<file path="config.mk">
export PLATFORM = sky130hd
export DESIGN_NAME = move_entry_flat
export DESIGN_NICKNAME = d
export VERILOG_FILES = /design/src/rtl/move_entry_if.sv /design/src/rtl/move_entry.sv /design/src/flat_wrapper.sv
export SDC_FILE = /design/constraint.sdc
export NUM_CORES = 1
export LEC_CHECK = 0
export CAP_MARGIN = 15
export CELL_PAD_IN_SITES_DETAIL_PLACEMENT = 1
export CELL_PAD_IN_SITES_GLOBAL_PLACEMENT = 1
export CORE_UTILIZATION = 36
export DETAILED_ROUTE_END_ITERATION = 6
export PLACE_DENSITY = 0.9
export SETUP_SLACK_MARGIN = 0.2
export SYNTH_ARGS = -nofsm -noshare
export SYNTH_HDL_FRONTEND = slang
export SYNTH_SLANG_ARGS = --single-unit
</file>
<file path="constraint.sdc">
create_clock -name i_clk -period 4.8 [get_ports i_clk]
set_input_delay 0.72 -clock i_clk [delete_from_list [all_inputs] [get_ports i_clk]]
set_output_delay 0.72 -clock i_clk [all_outputs]
set_load 0.02 [all_outputs]
</file>
<file path="src/rtl/move_entry_if.sv">
// Bundles the rx byte stream, the game-FSM move handshake and the echo tx handshake of move_entry.
// slave = the move parser itself; master = whatever drives it (UART rx, game FSM, UART tx).
interface move_entry_if;
  logic [7:0] i_rx_data;
  logic       i_rx_stb;
  logic       i_need_input;
  logic [3:0] o_move;
  logic       o_move_stb;
  logic       o_busy;
  logic [7:0] o_tx_data;
  logic       o_tx_stb;
  logic       i_tx_busy;

  modport slave (
    input  i_rx_data, i_rx_stb, i_need_input, i_tx_busy,
    output o_move, o_move_stb, o_busy, o_tx_data, o_tx_stb
  );

  modport master (
    output i_rx_data, i_rx_stb, i_need_input, i_tx_busy,
    input  o_move, o_move_stb, o_busy, o_tx_data, o_tx_stb
  );
endinterface

</file>
<file path="src/rtl/move_entry.sv">
// Keystroke-to-move parser: digit '1'..'9' with backspace, Enter delivers a square index strobe.
// Optional keystroke echo through the UART transmitter when MOVE_ENTRY_ECHO_EN is defined.
module move_entry (
  input  logic        i_clk,
  input  logic        i_rst_n,
  move_entry_if.slave bus
);

  localparam logic [2:0] ST_IDLE       = 3'd0;
  localparam logic [2:0] ST_WAIT_DIGIT = 3'd1;
  localparam logic [2:0] ST_WAIT_ENTER = 3'd2;
  localparam logic [2:0] ST_DELIVER    = 3'd3;
  localparam logic [2:0] ST_HOLD       = 3'd4;

  localparam logic [7:0] ASCII_BS    = 8'h08;
  localparam logic [7:0] ASCII_DEL   = 8'h7F;
  localparam logic [7:0] ASCII_CR    = 8'h0D;
  localparam logic [7:0] ASCII_LF    = 8'h0A;
  localparam logic [7:0] ASCII_SPACE = 8'h20;
  localparam logic [7:0] ASCII_ONE   = 8'h31;
  localparam logic [7:0] ASCII_NINE  = 8'h39;

  logic [2:0]      state_q, state_d;
  logic [3:0]      pending_q, pending_d;
  logic [3:0]      move_q;
  logic            move_stb_q, move_stb_d;

  logic            q_busy;
  logic            rx_valid;
  logic            is_digit, is_bs, is_enter;
  logic [3:0]      digit_idx;

  logic            push;
  logic [1:0]      push_n;
  logic [2:0][7:0] push_bytes;

  // A byte that arrives while echoes are still draining is dropped outright.
  assign rx_valid  = bus.i_rx_stb && !q_busy;
  assign is_digit  = (bus.i_rx_data >= ASCII_ONE) && (bus.i_rx_data <= ASCII_NINE);
  assign is_bs     = (bus.i_rx_data == ASCII_BS) || (bus.i_rx_data == ASCII_DEL);
  assign is_enter  = (bus.i_rx_data == ASCII_CR) || (bus.i_rx_data == ASCII_LF);
  assign digit_idx = bus.i_rx_data[3:0] - 4'd1;

  // NOTE: every output of this block gets a default first so no path leaves one
  // unassigned; otherwise synthesis infers a latch to hold the old value.
  always_comb begin
    state_d    = state_q;
    pending_d  = pending_q;
    move_stb_d = 1'b0;
    push       = 1'b0;
    push_n     = 2'd0;
    push_bytes = '0;

    case (state_q)
      ST_IDLE: begin
        if (bus.i_need_input) state_d = ST_WAIT_DIGIT;
      end

      ST_WAIT_DIGIT: begin
        if (!bus.i_need_input) begin
          state_d   = ST_IDLE;
          pending_d = 4'd0;
        end else if (rx_valid && is_digit) begin
          pending_d     = digit_idx;
          push          = 1'b1;
          push_n        = 2'd1;
          push_bytes[0] = bus.i_rx_data;
          state_d       = ST_WAIT_ENTER;
        end
      end

      ST_WAIT_ENTER: begin
        if (!bus.i_need_input) begin
          state_d   = ST_IDLE;
          pending_d = 4'd0;
        end else if (rx_valid) begin
          if (is_digit) begin
            pending_d     = digit_idx;
            push          = 1'b1;
            push_n        = 2'd1;
            push_bytes[0] = bus.i_rx_data;
          end else if (is_bs) begin
            // Erase the echoed digit on the terminal: back, blank, back.
            pending_d     = 4'd0;
            push          = 1'b1;
            push_n        = 2'd3;
            push_bytes[0] = ASCII_BS;
            push_bytes[1] = ASCII_SPACE;
            push_bytes[2] = ASCII_BS;
            state_d       = ST_WAIT_DIGIT;
          end else if (is_enter) begin
            push          = 1'b1;
            push_n        = 2'd2;
            push_bytes[0] = ASCII_CR;
            push_bytes[1] = ASCII_LF;
            state_d       = ST_DELIVER;
          end
        end
      end

      ST_DELIVER: begin
        if (!bus.i_need_input) begin
          state_d   = ST_IDLE;
          pending_d = 4'd0;
        end else if (!q_busy) begin
          move_stb_d = 1'b1;
          state_d    = ST_HOLD;
        end
      end

      ST_HOLD: begin
        if (!bus.i_need_input) begin
          state_d   = ST_IDLE;
          pending_d = 4'd0;
        end
      end

      default: begin
        state_d   = ST_IDLE;
        pending_d = 4'd0;
      end
    endcase
  end

  // NOTE: sequential state uses non-blocking assignments so every register
  // samples pre-edge values, independent of statement order.
  always_ff @(posedge i_clk or negedge i_rst_n) begin
    if (!i_rst_n) begin
      state_q    <= ST_IDLE;
      pending_q  <= 4'd0;
      move_q     <= 4'd0;
      move_stb_q <= 1'b0;
    end else begin
      state_q    <= state_d;
      pending_q  <= pending_d;
      move_stb_q <= move_stb_d;
      if (move_stb_d) move_q <= pending_q;
    end
  end

  assign bus.o_move     = move_q;
  assign bus.o_move_stb = move_stb_q;

`ifdef MOVE_ENTRY_ECHO_EN
  logic [2:0][7:0] q_data;
  logic [1:0]      q_count;
  logic            tx_stb_q;
  logic [7:0]      tx_data_q;
  logic            issue;

  // One idle cycle after each strobe lets the transmitter raise busy before we look again.
  assign issue  = (q_count != 2'd0) && !bus.i_tx_busy && !tx_stb_q;
  assign q_busy = (q_count != 2'd0);

  // NOTE: the 3-entry queue is small enough to reset, which also guarantees
  // reset flushes it rather than leaving stale bytes behind a zero count.
  always_ff @(posedge i_clk or negedge i_rst_n) begin
    if (!i_rst_n) begin
      q_data    <= '0;
      q_count   <= 2'd0;
      tx_stb_q  <= 1'b0;
      tx_data_q <= 8'h00;
    end else begin
      tx_stb_q <= issue;
      // Pushes only happen into an empty queue, so they never collide with a pop.
      if (issue) begin
        tx_data_q <= q_data[0];
        q_data    <= {8'h00, q_data[2:1]};
        q_count   <= q_count - 2'd1;
      end else if (push) begin
        q_data  <= push_bytes;
        q_count <= push_n;
      end
    end
  end

  assign bus.o_busy    = q_busy;
  assign bus.o_tx_data = tx_data_q;
  assign bus.o_tx_stb  = tx_stb_q;
`else
  assign q_busy        = 1'b0;
  assign bus.o_busy    = 1'b0;
  assign bus.o_tx_data = 8'h00;
  assign bus.o_tx_stb  = 1'b0;

  wire unused_echo = &{1'b0, push, push_n, push_bytes, bus.i_tx_busy};
`endif

endmodule

</file>
<file path="src/flat_wrapper.sv">
// flat-port wrapper written by rule: the top's interface ports become plain ports
module move_entry_flat 
  (i_clk, i_rst_n, bus_i_rx_data, bus_i_rx_stb, bus_i_need_input, bus_i_tx_busy, bus_o_move, bus_o_move_stb, bus_o_busy, bus_o_tx_data, bus_o_tx_stb);
  move_entry_if bus_i ();
  input  logic i_clk;
  input  logic i_rst_n;
  input wire logic [$bits(bus_i.i_rx_data)-1:0] bus_i_rx_data;
  input wire logic [$bits(bus_i.i_rx_stb)-1:0] bus_i_rx_stb;
  input wire logic [$bits(bus_i.i_need_input)-1:0] bus_i_need_input;
  input wire logic [$bits(bus_i.i_tx_busy)-1:0] bus_i_tx_busy;
  output wire logic [$bits(bus_i.o_move)-1:0] bus_o_move;
  output wire logic [$bits(bus_i.o_move_stb)-1:0] bus_o_move_stb;
  output wire logic [$bits(bus_i.o_busy)-1:0] bus_o_busy;
  output wire logic [$bits(bus_i.o_tx_data)-1:0] bus_o_tx_data;
  output wire logic [$bits(bus_i.o_tx_stb)-1:0] bus_o_tx_stb;
  assign bus_i.i_rx_data = bus_i_rx_data;
  assign bus_i.i_rx_stb = bus_i_rx_stb;
  assign bus_i.i_need_input = bus_i_need_input;
  assign bus_i.i_tx_busy = bus_i_tx_busy;
  assign bus_o_move = bus_i.o_move;
  assign bus_o_move_stb = bus_i.o_move_stb;
  assign bus_o_busy = bus_i.o_busy;
  assign bus_o_tx_data = bus_i.o_tx_data;
  assign bus_o_tx_stb = bus_i.o_tx_stb;
  move_entry u_core (.i_clk(i_clk), .i_rst_n(i_rst_n), .bus(bus_i));
endmodule
</file>
==> metrics.md <==
| Metric | Value |
|---|---|
| EDFF count, synth | 0 |
| Multiplexer share of the synthesized area | 6.67% |
| Post-synth top area share | 33.3% |
| Layout cells sized above 1 | 14.3% |
| Final Hold Viols | 0 |
| Largest net degree at the start of global routing | 13 |
| Clock sink total | 12 |
| Post-Route WL | 1830 um |
| Initial Util | 39.6% |
| Setup TNS | 0 ns |
| Clk buf depth | 2 |
| DR vias/cell | 4.82 |
| Leakage power | 0.506 nW |
| Iteration-0 DRC Markers | 5 |
| CTS Hold Buffers Added | 0 |
| Synth Area in Simple Gates | 21.9% |
| Global Route Usage Sum | 14.9% |
| CTS clk-pin slew, worst paths | 0.07 ns |
| Critical path endpoint category | flip-flop |
| Inserted Diodes | 0 |
| Max rail drop VDD | 176 uV |
| GPL Wtd Cong | 0.786 |
| Syn avg cell area | 9.48 um2 |
| Via count | 675 |
| Cts repair resizes | 0 |
| Max_slew headroom | 64.5% |
| Number of synthesized register bits | 12 |
| Dominant cell type by area after synthesis | dfrtp_1 |
| Dominant cells by area after synthesis | dfrtp_1 33%, buf_4 8.3%, nand2_1 7.5% |
| Final setup fails | 0 |
| CTS Root Cell | clkbuf_4 |
| Syn. warnings | 0 |
| Detail Route Antenna Nets | 0 |
| Setup Skew | 0.00504 ns |
| WL/cell | 13.1 um |
| Area growth from synthesis to layout | 18.3% |
| Hold Path Class | flip-flop to flip-flop |
| Power, Total | 0.414 mW |
| Final nets | 132 |
| Worst Tran Pin Value | 0.530 ns |
| Row Count | 17 |
| Max-Cap Viols | 0 |
| Cell count after synthesis | 95 |
| Synth cell count leaders | 18 x nand2_1, 12 x dfrtp_1, 10 x buf_4 |
| Dpl hpwl | 1470 um |
| Outcome | completed |
| Chip width | 52.0 um |
| Setup Buffers After CTS | 0 |
| Crit share post-route | 57.1% |
| Ports | 28 |
| Post-synthesis xor/xnor area fraction | 3.89% |
| Netlist Area Pre-Place | 901 um2 |
| Worst Path Required | 4.95 ns |
| Power Density | 388 nW/um2 |
| Port Buffers | 16 |
| Fraction of registers with async set/reset | 100% |
| Die ar. | 2710 um2 |
| Ys flop type | dfrtp_1 |
| DRC violation count after routing | 0 |
| Grt ovf | 0 |
| Fmax | 0.365 GHz |
| Total CTS buffers | 3 |
| Worst-Skew Late Latency | 0.27 ns |
| Largest family of logic cells by synthesized area | simple AND/OR/NAND/NOR gates |
| CP arrival | 2.89 ns |
| Fraction of the mapped netlist area in adder cells | 6.94% |
| Worst Slack Setup Final | 2.06 ns |
| Vias in the first global route | 675 |
| Startpoint types | primary input |
| Fin crit period | 2.74 ns |
| Unrepaired setup endpoints after global routing | false |
| Initial antenna violation count | 0 |
| Post-synthesis cell type count | 33 |
| Crit Path Class | primary input to flip-flop |
| Pins Over Slew Limit | 0 |
| Core region area | 2280 um2 |
| Die height | 52.0 um |
| Compound-Gate Fraction of Synth Area | 15.6% |
| First-pass GRT wire length | 2960 um |
| H-tree Lvls | 1 |
| Fin Hold WS | 0.477 ns |
| Most frequent cell after synthesis | nand2_1 |
| DRT Pass-1 Iters | 4 |
| Sequential fraction of the synthesis area | 33.3% |
| CTS tree | yes |
| Crit-path max FO | 5 |
| DP Worst Slack | 1.77 ns |
[sequential cells by signal, indices dropped and copies added (netlist names)]
register / flops
u_core.bus.o_move: 4
u_core.bus.o_move_stb: 1
u_core.pending_q: 4
u_core.state_q: 3
[stage by stage]
| stage | std cells | utilization, % | area, um2 |
|---|---|---|---|
| floorplan | 104 | - | 935 |
| global placement | 137 | 45.8 | 1040 |
| detailed placement | 137 | 45.8 | 1040 |
| CTS | 140 | 46.8 | 1070 |
| global route | 140 | 46.8 | 1070 |
| finish | 140 | 46.8 | 1070 |
[layout make-up]
class	instances	area, um2
Clock buffer	3	22.5
Fill cell	262	1210
Inverter	4	15.0
Multi-Input combinational cell	77	533
Sequential cell	12	300
Tap cell	28	35.0
Timing Repair Buffer	16	160
[path summary, 6_finish.rpt]
kind                                                  start                               end  slack [ns]  depth (start not counted)
min in group asynchronous                           i_rst_n     u_core.state_q[2]$_DFFE_PN0P_        0.80                          1
max in group asynchronous                           i_rst_n   u_core.bus.o_move_stb$_DFF_PN0_        3.65                          1
max                                        bus_i_rx_data[0]   u_core.pending_q[3]$_DFFE_PN0P_        2.06                          8
min                        u_core.bus.o_move[3]$_DFFE_PN0P_  u_core.bus.o_move[3]$_DFFE_PN0P_        0.48                          2
max reg2reg                   u_core.state_q[2]$_DFFE_PN0P_   u_core.pending_q[3]$_DFFE_PN0P_        2.79                          5
min reg2reg                u_core.bus.o_move[3]$_DFFE_PN0P_  u_core.bus.o_move[3]$_DFFE_PN0P_        0.48                          2
[metal layers]
layer  share of wire, %  wire [um]  track usage, %
met1                 44        804            16.3
met2                 51        927            27.4
met3                4.1         76            2.05
met4                1.3         23            8.11
met5                  0          0               0
[layout by cell type (no fill, tap or decap), drive strengths merged]
cell            n
a211o           1
a211oi          1
a21oi           5
and2            1
and3b           1
clkbuf          3
clkdlybuf4s50  16
conb           10
dfrtp          12
ha              5
inv             4
mux2            4
nand2          18
nand2b          3
nand3           2
nor2            7
nor3            2
nor3b           2
nor4            1
o211a           1
o21a            1
o21ai           2
o22ai           1
o311ai          1
o31ai           1
o41ai           1
or2             1
or2b            1
xnor2           2
xor2            2
[power breakdown]
group          total (mW)  internal, mW  switching (mW)
registers           0.161         0.132          0.0290
clock network      0.0597        0.0290          0.0307
logic               0.193        0.0966          0.0960
total               0.414         0.258           0.156
[kinds of logic after synthesis]
kind of cell,Yosys count
adder cells (fa/ha/maj),5
other,1
buffers and inverters,15
AND/OR/NAND/NOR,39
flip-flops,12
multiplexers,4
AO/OA/AOI/OAI,15
XOR/XNOR,4
[critical path: stages]
cell	delay [ns]
clkdlybuf4s50_1	0.56
inv_1	0.11
ha_1	0.26
xor2_1	0.20
a211oi_4	0.37
or2b_2	0.19
o311ai_4	0.15
mux2_4	0.33
No activity file was read; power rests on OpenSTA's default activity.
